$ cat src/rtl/obj_pkg.sv
// -----------------------------------------------------------------------------
// obj_pkg
// Shared definitions for the object compositor.
//   COLOR_W    : packed {R,G,B} colour width, CH_W bits per channel
//   BG_DEFAULT : default background colour
//   color_r/g/b: extract one channel from a packed colour
// -----------------------------------------------------------------------------
package obj_pkg;

    localparam int COLOR_W = 12;
    localparam int CH_W    = 4;

    localparam logic [COLOR_W-1:0] BG_DEFAULT = 12'h000;

    function automatic logic [CH_W-1:0] color_r(input logic [COLOR_W-1:0] c);
        return c[3*CH_W-1 -: CH_W];
    endfunction

    function automatic logic [CH_W-1:0] color_g(input logic [COLOR_W-1:0] c);
        return c[2*CH_W-1 -: CH_W];
    endfunction

    function automatic logic [CH_W-1:0] color_b(input logic [COLOR_W-1:0] c);
        return c[CH_W-1 -: CH_W];
    endfunction

endpackage

$ cat src/rtl/obj_hit_test.sv
// -----------------------------------------------------------------------------
// obj_hit_test
// One object's frame-shadowed bounding box, colour and visibility, plus the
// strict inside test against the current pixel.
//   i_clk, i_rst       : clock, async active-high reset
//   i_frame_start      : latch bounds/colour/swap/visibility into the shadows
//   i_x, i_y           : current pixel position
//   i_score, i_thresh  : object visible for the frame iff score > thresh
//   i_x1..i_y2         : live box bounds
//   i_color, i_swap_xy : live colour and rotated-compare select
//   o_hit              : pixel strictly inside the shadowed box and visible
//   o_vis              : shadowed visibility
//   o_color            : shadowed colour
// -----------------------------------------------------------------------------
module obj_hit_test
    import obj_pkg::*;
#(
    parameter int COORD_W = 12,
    parameter int X_W     = 10,
    parameter int Y_W     = 9,
    parameter int SCORE_W = 9
) (
    input  logic               i_clk,
    input  logic               i_rst,
    input  logic               i_frame_start,
    input  logic [X_W-1:0]     i_x,
    input  logic [Y_W-1:0]     i_y,
    input  logic [SCORE_W-1:0] i_score,
    input  logic [SCORE_W-1:0] i_thresh,
    input  logic [COORD_W-1:0] i_x1,
    input  logic [COORD_W-1:0] i_x2,
    input  logic [COORD_W-1:0] i_y1,
    input  logic [COORD_W-1:0] i_y2,
    input  logic [COLOR_W-1:0] i_color,
    input  logic               i_swap_xy,
    output logic               o_hit,
    output logic               o_vis,
    output logic [COLOR_W-1:0] o_color
);

    logic [COORD_W-1:0] r_x1, r_x2, r_y1, r_y2;
    logic [COLOR_W-1:0] r_color;
    logic               r_swap;
    logic               r_vis;

    logic [COORD_W-1:0] w_xe, w_ye, w_px, w_py;
    logic               w_in;

    always_ff @(posedge i_clk or posedge i_rst) begin
        if (i_rst) begin
            r_x1    <= '0;
            r_x2    <= '0;
            r_y1    <= '0;
            r_y2    <= '0;
            r_color <= '0;
            r_swap  <= 1'b0;
            r_vis   <= 1'b0;
        end else if (i_frame_start) begin
            r_x1    <= i_x1;
            r_x2    <= i_x2;
            r_y1    <= i_y1;
            r_y2    <= i_y2;
            r_color <= i_color;
            r_swap  <= i_swap_xy;
            r_vis   <= (i_score > i_thresh);
        end
    end

    assign w_xe = COORD_W'(i_x);
    assign w_ye = COORD_W'(i_y);

    // Rotated objects compare the screen y against their x bounds and vice versa.
    assign w_px = r_swap ? w_ye : w_xe;
    assign w_py = r_swap ? w_xe : w_ye;

    assign w_in = (w_px > r_x1) && (w_px < r_x2) && (w_py > r_y1) && (w_py < r_y2);

    assign o_hit   = w_in & r_vis;
    assign o_vis   = r_vis;
    assign o_color = r_color;

endmodule

$ cat src/rtl/obj_compositor.sv
// -----------------------------------------------------------------------------
// obj_compositor
// N-object rectangle compositor: fixed-priority colour select (object 0
// highest), score-gated visibility and per-frame collision mask against
// object 0.
//   i_clk, i_rst        : clock, async active-high reset
//   i_pix_stb           : pixel enable; pipeline advances only when high
//   i_frame_start       : frame boundary pulse; latches shadows, publishes hits
//   i_x, i_y            : current pixel position
//   i_score             : current score
//   i_obj_x1/x2/y1/y2   : packed box bounds, object k at [k*COORD_W +: COORD_W]
//   i_obj_thresh        : packed visibility thresholds
//   i_obj_color         : packed per-object colour {R,G,B}
//   i_obj_swap_xy       : per-object rotated compare
//   o_r, o_g, o_b       : registered pixel colour, two strobes after the pixel
//   o_hit_mask          : objects that overlapped object 0 in the last frame
//   o_hit_valid         : one-cycle pulse when o_hit_mask updates
//   o_vis_mask          : visibility mask of the current frame
// -----------------------------------------------------------------------------
module obj_compositor
    import obj_pkg::*;
#(
    parameter int                 N_OBJ    = 8,
    parameter int                 COORD_W  = 12,
    parameter int                 X_W      = 10,
    parameter int                 Y_W      = 9,
    parameter int                 SCORE_W  = 9,
    parameter logic [COLOR_W-1:0] BG_COLOR = BG_DEFAULT
) (
    input  logic                       i_clk,
    input  logic                       i_rst,
    input  logic                       i_pix_stb,
    input  logic                       i_frame_start,
    input  logic [X_W-1:0]             i_x,
    input  logic [Y_W-1:0]             i_y,
    input  logic [SCORE_W-1:0]         i_score,
    input  logic [N_OBJ*COORD_W-1:0]   i_obj_x1,
    input  logic [N_OBJ*COORD_W-1:0]   i_obj_x2,
    input  logic [N_OBJ*COORD_W-1:0]   i_obj_y1,
    input  logic [N_OBJ*COORD_W-1:0]   i_obj_y2,
    input  logic [N_OBJ*SCORE_W-1:0]   i_obj_thresh,
    input  logic [N_OBJ*COLOR_W-1:0]   i_obj_color,
    input  logic [N_OBJ-1:0]           i_obj_swap_xy,
    output logic [CH_W-1:0]            o_r,
    output logic [CH_W-1:0]            o_g,
    output logic [CH_W-1:0]            o_b,
    output logic [N_OBJ-1:0]           o_hit_mask,
    output logic                       o_hit_valid,
    output logic [N_OBJ-1:0]           o_vis_mask
);

    logic [N_OBJ-1:0]   w_hit;
    logic [N_OBJ-1:0]   w_vis;
    logic [COLOR_W-1:0] w_color [N_OBJ];
    logic [COLOR_W-1:0] w_sel_color;
    logic [N_OBJ-1:1]   w_acc_set;

    logic [N_OBJ-1:0]   r_hit_s1;
    logic [COLOR_W-1:0] r_color;
    logic [N_OBJ-1:1]   r_acc;
    logic [N_OBJ-1:0]   r_hit_mask;
    logic               r_hit_valid;

    for (genvar k = 0; k < N_OBJ; k++) begin : g_obj
        obj_hit_test #(
            .COORD_W (COORD_W),
            .X_W     (X_W),
            .Y_W     (Y_W),
            .SCORE_W (SCORE_W)
        ) u_hit (
            .i_clk         (i_clk),
            .i_rst         (i_rst),
            .i_frame_start (i_frame_start),
            .i_x           (i_x),
            .i_y           (i_y),
            .i_score       (i_score),
            .i_thresh      (i_obj_thresh[k*SCORE_W +: SCORE_W]),
            .i_x1          (i_obj_x1[k*COORD_W +: COORD_W]),
            .i_x2          (i_obj_x2[k*COORD_W +: COORD_W]),
            .i_y1          (i_obj_y1[k*COORD_W +: COORD_W]),
            .i_y2          (i_obj_y2[k*COORD_W +: COORD_W]),
            .i_color       (i_obj_color[k*COLOR_W +: COLOR_W]),
            .i_swap_xy     (i_obj_swap_xy[k]),
            .o_hit         (w_hit[k]),
            .o_vis         (w_vis[k]),
            .o_color       (w_color[k])
        );
    end

    // Scan from the lowest priority upward so the lowest set index wins.
    always_comb begin
        w_sel_color = BG_COLOR;
        for (int k = N_OBJ - 1; k >= 0; k--) begin
            if (r_hit_s1[k]) begin
                w_sel_color = w_color[k];
            end
        end
    end

    assign w_acc_set = r_hit_s1[0] ? r_hit_s1[N_OBJ-1:1] : '0;

    always_ff @(posedge i_clk or posedge i_rst) begin
        if (i_rst) begin
            r_hit_s1    <= '0;
            r_color     <= '0;
            r_acc       <= '0;
            r_hit_mask  <= '0;
            r_hit_valid <= 1'b0;
        end else begin
            r_hit_valid <= i_frame_start;
            if (i_pix_stb) begin
                r_hit_s1 <= w_hit;
                r_color  <= w_sel_color;
            end
            // An overlap on the publishing edge lands in the fresh accumulator.
            if (i_frame_start) begin
                r_hit_mask <= {r_acc, 1'b0};
                r_acc      <= i_pix_stb ? w_acc_set : '0;
            end else if (i_pix_stb) begin
                r_acc <= r_acc | w_acc_set;
            end
        end
    end

    assign o_r         = color_r(r_color);
    assign o_g         = color_g(r_color);
    assign o_b         = color_b(r_color);
    assign o_hit_mask  = r_hit_mask;
    assign o_hit_valid = r_hit_valid;
    assign o_vis_mask  = w_vis;

endmodule

$ cat config.mk
export PLATFORM = sky130hd
export DESIGN_NAME = obj_compositor
export DESIGN_NICKNAME = d
export VERILOG_FILES = /design/src/rtl/obj_pkg.sv /design/src/rtl/obj_hit_test.sv /design/src/rtl/obj_compositor.sv
export SDC_FILE = /design/constraint.sdc
export NUM_CORES = 1
export LEC_CHECK = 0
export CAP_MARGIN = 10
export CORE_MARGIN = 3
export CORE_UTILIZATION = 25
export DETAILED_ROUTE_END_ITERATION = 6
export PLACE_DENSITY = 0.54
export SYNTH_ARGS = -nofsm -noshare
export SYNTH_HDL_FRONTEND = slang
export SYNTH_SLANG_ARGS = --single-unit
$ cat constraint.sdc
create_clock -name i_clk -period 24 [get_ports i_clk]
set_clock_uncertainty 0.05 [all_clocks]
set_input_delay 7.2 -clock i_clk [delete_from_list [all_inputs] [get_ports i_clk]]
set_output_delay 7.2 -clock i_clk [all_outputs]
set_load 0.02 [all_outputs]
==> results of run 1 <==
## placed cells by master, fill, tap and decap left out, drive strengths merged, types with 15 or more instances in the layout
| cell | netlist | layout |
|---|---|---|
| clkdlybuf4s50 | 0 | 598 |
| dfrtp | 531 | 531 |
| nand2 | 424 | 424 |
| inv | 416 | 421 |
| o21ai | 415 | 415 |
| ha | 376 | 376 |
| mux2 | 299 | 299 |
| a21oi | 121 | 121 |
| clkbuf | 140 | 95 |
| nor2 | 69 | 69 |
| buf | 24 | 45 |
| o21a | 39 | 39 |
| nand4 | 35 | 35 |
| nor3 | 33 | 33 |
| nand3 | 32 | 32 |
| a31oi | 31 | 31 |
| nor2b | 29 | 29 |
| a211oi | 25 | 25 |
| a211o | 23 | 23 |
| diode | 0 | 17 |
| mux2i | 16 | 16 |
| clkinv | 0 | 16 |
| a221oi | 15 | 15 |
## metrics by stage
stage	setup WS (ns)	std cells	util (%)	cell area, sq um
6_report	13.83	5502	33.3	41300
5_1_grt	13.30	5488	33.3	41200
4_1_cts	13.71	5485	33.3	41200
3_5_place_dp	12.96	5361	31.4	38900
3_3_place_gp	12.99	5361	31.4	38900
2_1_floorplan	1.91	3245	-	31200
## how the worst max path moves through the flow
stage,slack [ns],depth (start not counted),startpoint,to
floorplan,1.91,1,i_rst,g_obj[0].u_hit.o_color[0]
global placement,12.99,5,i_rst,g_obj[0].u_hit.o_color[11]
detailed placement,12.96,5,i_rst,r_color[0]
CTS,13.71,5,i_rst,r_color[2]
global route,13.30,5,i_rst,g_obj[1].u_hit.o_color[1]
finish,13.83,5,i_frame_start,g_obj[4].u_hit.r_x2[0]
## final cells by class
class                           count  area share (%)
Multi-Input combinational cell   2134            38.1
Inverter                          416            3.81
Tap cell                         1637            4.96
Antenna cell                       17           0.103
Clock inverter                     29           0.846
Sequential cell                   531            32.2
Clock buffer                       95            4.76
Timing Repair Buffer              643            15.2
## cells by family after synthesis
group	Yosys count	share of synthesized area [%]
and+or+nand+nor	672	9.38
other	1	0.0120
buffers and inverters	580	7.11
adders and majority gates	376	15.1
DFF	531	42.5
AOI/OAI and AO/OA	770	14.6
muxes	315	11.3
## state kept, by name, summed over array words and instances, names as in the netlist
register	cells
g_obj.u_hit.o_color	96
g_obj.u_hit.r_x1	96
g_obj.u_hit.r_x2	96
g_obj.u_hit.r_y1	96
g_obj.u_hit.r_y2	96
r_color	12
g_obj.u_hit.o_vis	8
g_obj.u_hit.r_swap	8
r_hit_s1	8
o_hit_mask	7
r_acc	7
o_hit_valid	1
## routing by layer
metal  vias up  part of all wire (%)  track usage (%)
met4        30                   2.7             5.47
met2       797                    47             30.4
met1     12315                    42             23.1
met3       196                   8.0             5.01
met5         -                  0.17                0
li1      12350                     -                -
## power by group
group	leakage [nW]	internal (W)	switching (W)
logic	10.9	0.000274	0.000299
registers	6.41	0.000976	0.0000432
clock network	1.14	0.000642	0.000428
## worst max-delay path: stages
cell,delay (ns)
buf_8,0.40
buf_4,0.70
buf_4,0.78
buf_4,0.84
mux2_2,0.41
==> reports/results.tsv, run 1 <==
metric	value	unit
status	finished, final reports clean	
finalMaxSlewViolations	0	
wl	120000	microns
crit_type	primary input to flop	
route.detailed.drc	0	
die-height	359	microns
drive_gt1_share	12.0	%
setup_viol	0	
worst_ep_arrival_time	10.61	ns
dieArea	129000	sq um
synth_cell_types	64	
clk_pin_slew	0.05	ns
clock_path_buffers	3	
whs_path_depth	1	
synth_top_area_share	42.5	%
reg2reg_to	r_hit_s1[0]	
ff_latch_area	13300	sq um
tightestPinTransition	1.04	ns
relSlewSlack	30.7	%
synth_top_area_cell	dfrtp_1	
synth_edf_count	0	
power.density	64.5	nW/um^2
ios	621	
gp_congestion	0.885	
antenna_found_initial	46	
finalCritPeriodShare	42.4	%
post-route-min-period	10.17	ns
synth.net_count	4213	
worstSkewPairLatency	0.63	ns
cts_resized	0	
vias	25688	
cap_violations	0	
cts_num_sinks	531	
holdCritStartpoint	g_obj[6].u_hit.r_y1[10]	
start_kind	primary input	
ant_nets	0	
io_buffers	619	
fin_total_pwr	0.00266	W
ys.flop_type	dfrtp_1	
path_max_fanout	102	
r2r-start	g_obj[0].u_hit.r_swap	
numCtsBuffers	70	
viasPerCell	4.67	
hpwl	91100	microns
multiInputGateArea	15700	sq um
min_to	g_obj[6].u_hit.r_y1[10]	
rows	129	
ys_warn_count	0	
holdBufCountCts	0	
leakage	18.5	nW
rr_worst_depth	8	
wl_per_cell	21.8	microns
grt_overflow	0	
syn_inst	3245	
h-tree-depth	3	
hold_viol	0	
syn_area	31200	sq um
yosys-top-cells-count	dfrtp_1 (531), nand2_1 (424), inv_1 (415), o21ai_0 (405), ha_1 (376)	
cp-end-kind	flop	
fmax	0.0983	GHz
setup_tns	0	ns
synth_most_common_cell	dfrtp_1	
synth-seq-area-share	42.5	%
n_fill_cell	12656	
cts_tree	yes	
vdd_ir_drop_max	0.0386	mV
final_nets	4764	
ctsRootBufferMaster	clkbuf_16	
area.growth.synth_to_final	32.2	%
synth-seq-cells	531	
die_w	359	microns
rsz0062_at_grt	false	
holdWs	0.449	ns
cts_setup_buffers	0	
first_iter_violations	1936	
start_util	25.2	%
cp.required	24.44	ns
grt_max_degree	181	
synth_area_leaders	dfrtp_1 (43%), ha_1 (15%), mux2_2 (11%), o21ai_0 (6.5%), nand2_1 (5.1%)	
grt_pass1_wl	176000	microns
hold_path.class	flop to flop	
avgSynthCellArea	9.62	sq um
coreArea	124000	sq um
grt_pass1_vias	26426	
async_reset_ff_share	100	%
gr-usage-all-layers	18.3	%
dr.pass1.iters	5	
r2r_slack	20.76	ns
(Power assumes the default switching activity.)
==> run 2: changes to the inputs <==
==> constraint.sdc (replaced) <==
create_clock -name i_clk -period 10.4 [get_ports i_clk]
set_clock_uncertainty 0.05 [all_clocks]
set_input_delay 3.12 -clock i_clk [delete_from_list [all_inputs] [get_ports i_clk]]
set_output_delay 3.12 -clock i_clk [all_outputs]
set_load 0.02 [all_outputs]
==> reports/results.tsv, run 2 (synthesis gave the netlist of run 1 again) <==
metric	value	unit
r2r_slack	7.01	ns
drive_gt1_share	11.9	%
cp.required	10.87	ns
grtUsageMet2	31.7	%
hold_path.class	flop to flop	
cts_tree	yes	
grt_pass1_vias	26419	
gr-usage-all-layers	18.7	%
holdBufCountCts	0	
dieArea	129000	sq um
ctsRootBufferMaster	clkbuf_16	
slowest_delay	0.52	ns
post-route-min-period	5.25	ns
tightestPinTransition	1.06	ns
hold_viol	0	
rows	129	
worst_ep_arrival_time	5.73	ns
final_nets	4760	
crit_chain	buf_2 > mux2_2 > ha_1 > a21oi_1 > nor2b_1 > a2111oi_0 > o21ai_0 > or4_1 > o32ai_1	
cts_setup_buffers	0	
vdd_ir_drop_max	0.0840	mV
final_common_cell	clkdlybuf4s50_1	
cp-end-kind	flop	
dr.pass1.iters	7	
cts_num_sinks	531	
setup_viol	0	
final_cell_mix	clkdlybuf4s50_1 (598), dfrtp_1 (530), nand2_1 (424)	
cap_violations	0	
vias	25392	
relSlewSlack	29.4	%
grtUsageMet1	23.0	%
finalMaxSlewViolations	0	
worstSkewPairLatency	0.62	ns
hpwl	94700	microns
h-tree-depth	3	
wl_per_cell	22.4	microns
setup_tns	0	ns
cp_top_family	compound AO/OA/AOI/OAI gates	
leakage	18.5	nW
fmax	0.190	GHz
status	finished, final reports clean	
io_buffers	619	
first_iter_violations	1649	
start_util	25.2	%
path_max_fanout	16	
ff_latch_area	13300	sq um
power.density	150	nW/um^2
die-height	359	microns
finalCritPeriodShare	50.5	%
grt_pass1_wl	179000	microns
n_fill_cell	12692	
cp.buffers_inverters	1	
grt_max_degree	235	
gp_congestion	0.897	
grt_overflow	0	
numCtsBuffers	71	
antenna_found_initial	56	
multiInputGateArea	15700	sq um
post-route-util	33.4	%
fin_total_pwr	0.00621	W
crit_path_top_delay_cell	a2111oi_0	
met3_usage	5.66	%
die_w	359	microns
start_kind	primary input	
ios	621	
coreArea	124000	sq um
viasPerCell	4.62	
area.growth.synth_to_final	32.4	%
cts_resized	0	
wl	123000	microns
clock_path_buffers	3	
ant_nets	0	
busiest_layer	met2	
clk_pin_slew	0.06	ns
route.detailed.drc	0	
crit_type	primary input to flop	
rsz0062_at_grt	false	
run 2: worst paths after layout:
check,to,cells past startpoint,from
worst min register to register,g_obj[1].u_hit.r_x1[11],1,g_obj[1].u_hit.r_x1[11]
min in group asynchronous,g_obj[5].u_hit.r_y1[6],2,i_rst
worst min-delay path,g_obj[1].u_hit.r_x1[11],1,g_obj[1].u_hit.r_x1[11]
worst max register to register,r_hit_s1[0],8,g_obj[0].u_hit.r_swap
max in group asynchronous,g_obj[7].u_hit.o_color[0],4,i_rst
worst max-delay path,r_hit_s1[0],9,i_y[4]
run 2: metal layers:
metal	part of all wire, %	up-vias
li1	-	12346
met1	42	12097
met2	47	709
met3	7.6	190
met4	2.4	50
met5	0.27	-
run 2: worst reg2reg max path, cell delays in order (launching register included):
cell and delay [ns]:
dfrtp_1 0.92, mux2_2 0.45, ha_1 0.30, a21oi_1 0.15, nor2b_1 0.06, a2111oi_0 0.52
o21ai_0 0.13, or4_1 0.41, o32ai_1 0.29
run 2: cell type report:
| class | count | share of cell area, % |
|---|---|---|
| Multi-Input combinational cell | 2134 | 38.0 |
| Clock buffer | 88 | 4.55 |
| Sequential cell | 531 | 32.1 |
| Antenna cell | 21 | 0.127 |
| Tap cell | 1637 | 4.95 |
| Clock inverter | 35 | 1.17 |
| Timing Repair Buffer | 638 | 15.3 |
| Inverter | 416 | 3.79 |
run 2: power by group:
| group | internal [W] | total (W) | leakage (nW) | switching, W |
|---|---|---|---|---|
| Sequential | 0.00225 | 0.00236 | 6.41 | 0.000109 |
| Clock | 0.00152 | 0.00253 | 1.15 | 0.00101 |
| Combinational | 0.000631 | 0.00132 | 10.9 | 0.000690 |
| Total | 0.00440 | 0.00621 | 18.5 | 0.00181 |
run 2: through the flow:
stage	setup slack, ns	std cells	hold WS (ns)	instance area, sq um
CTS	5.20	5479	0.453	41300
floorplan	0.0119	3245	0.421	31200
finish	5.15	5500	0.452	41400
global route	4.97	5481	0.468	41300
detailed placement	4.53	5356	0.441	38900
global placement	4.55	5356	0.435	38900
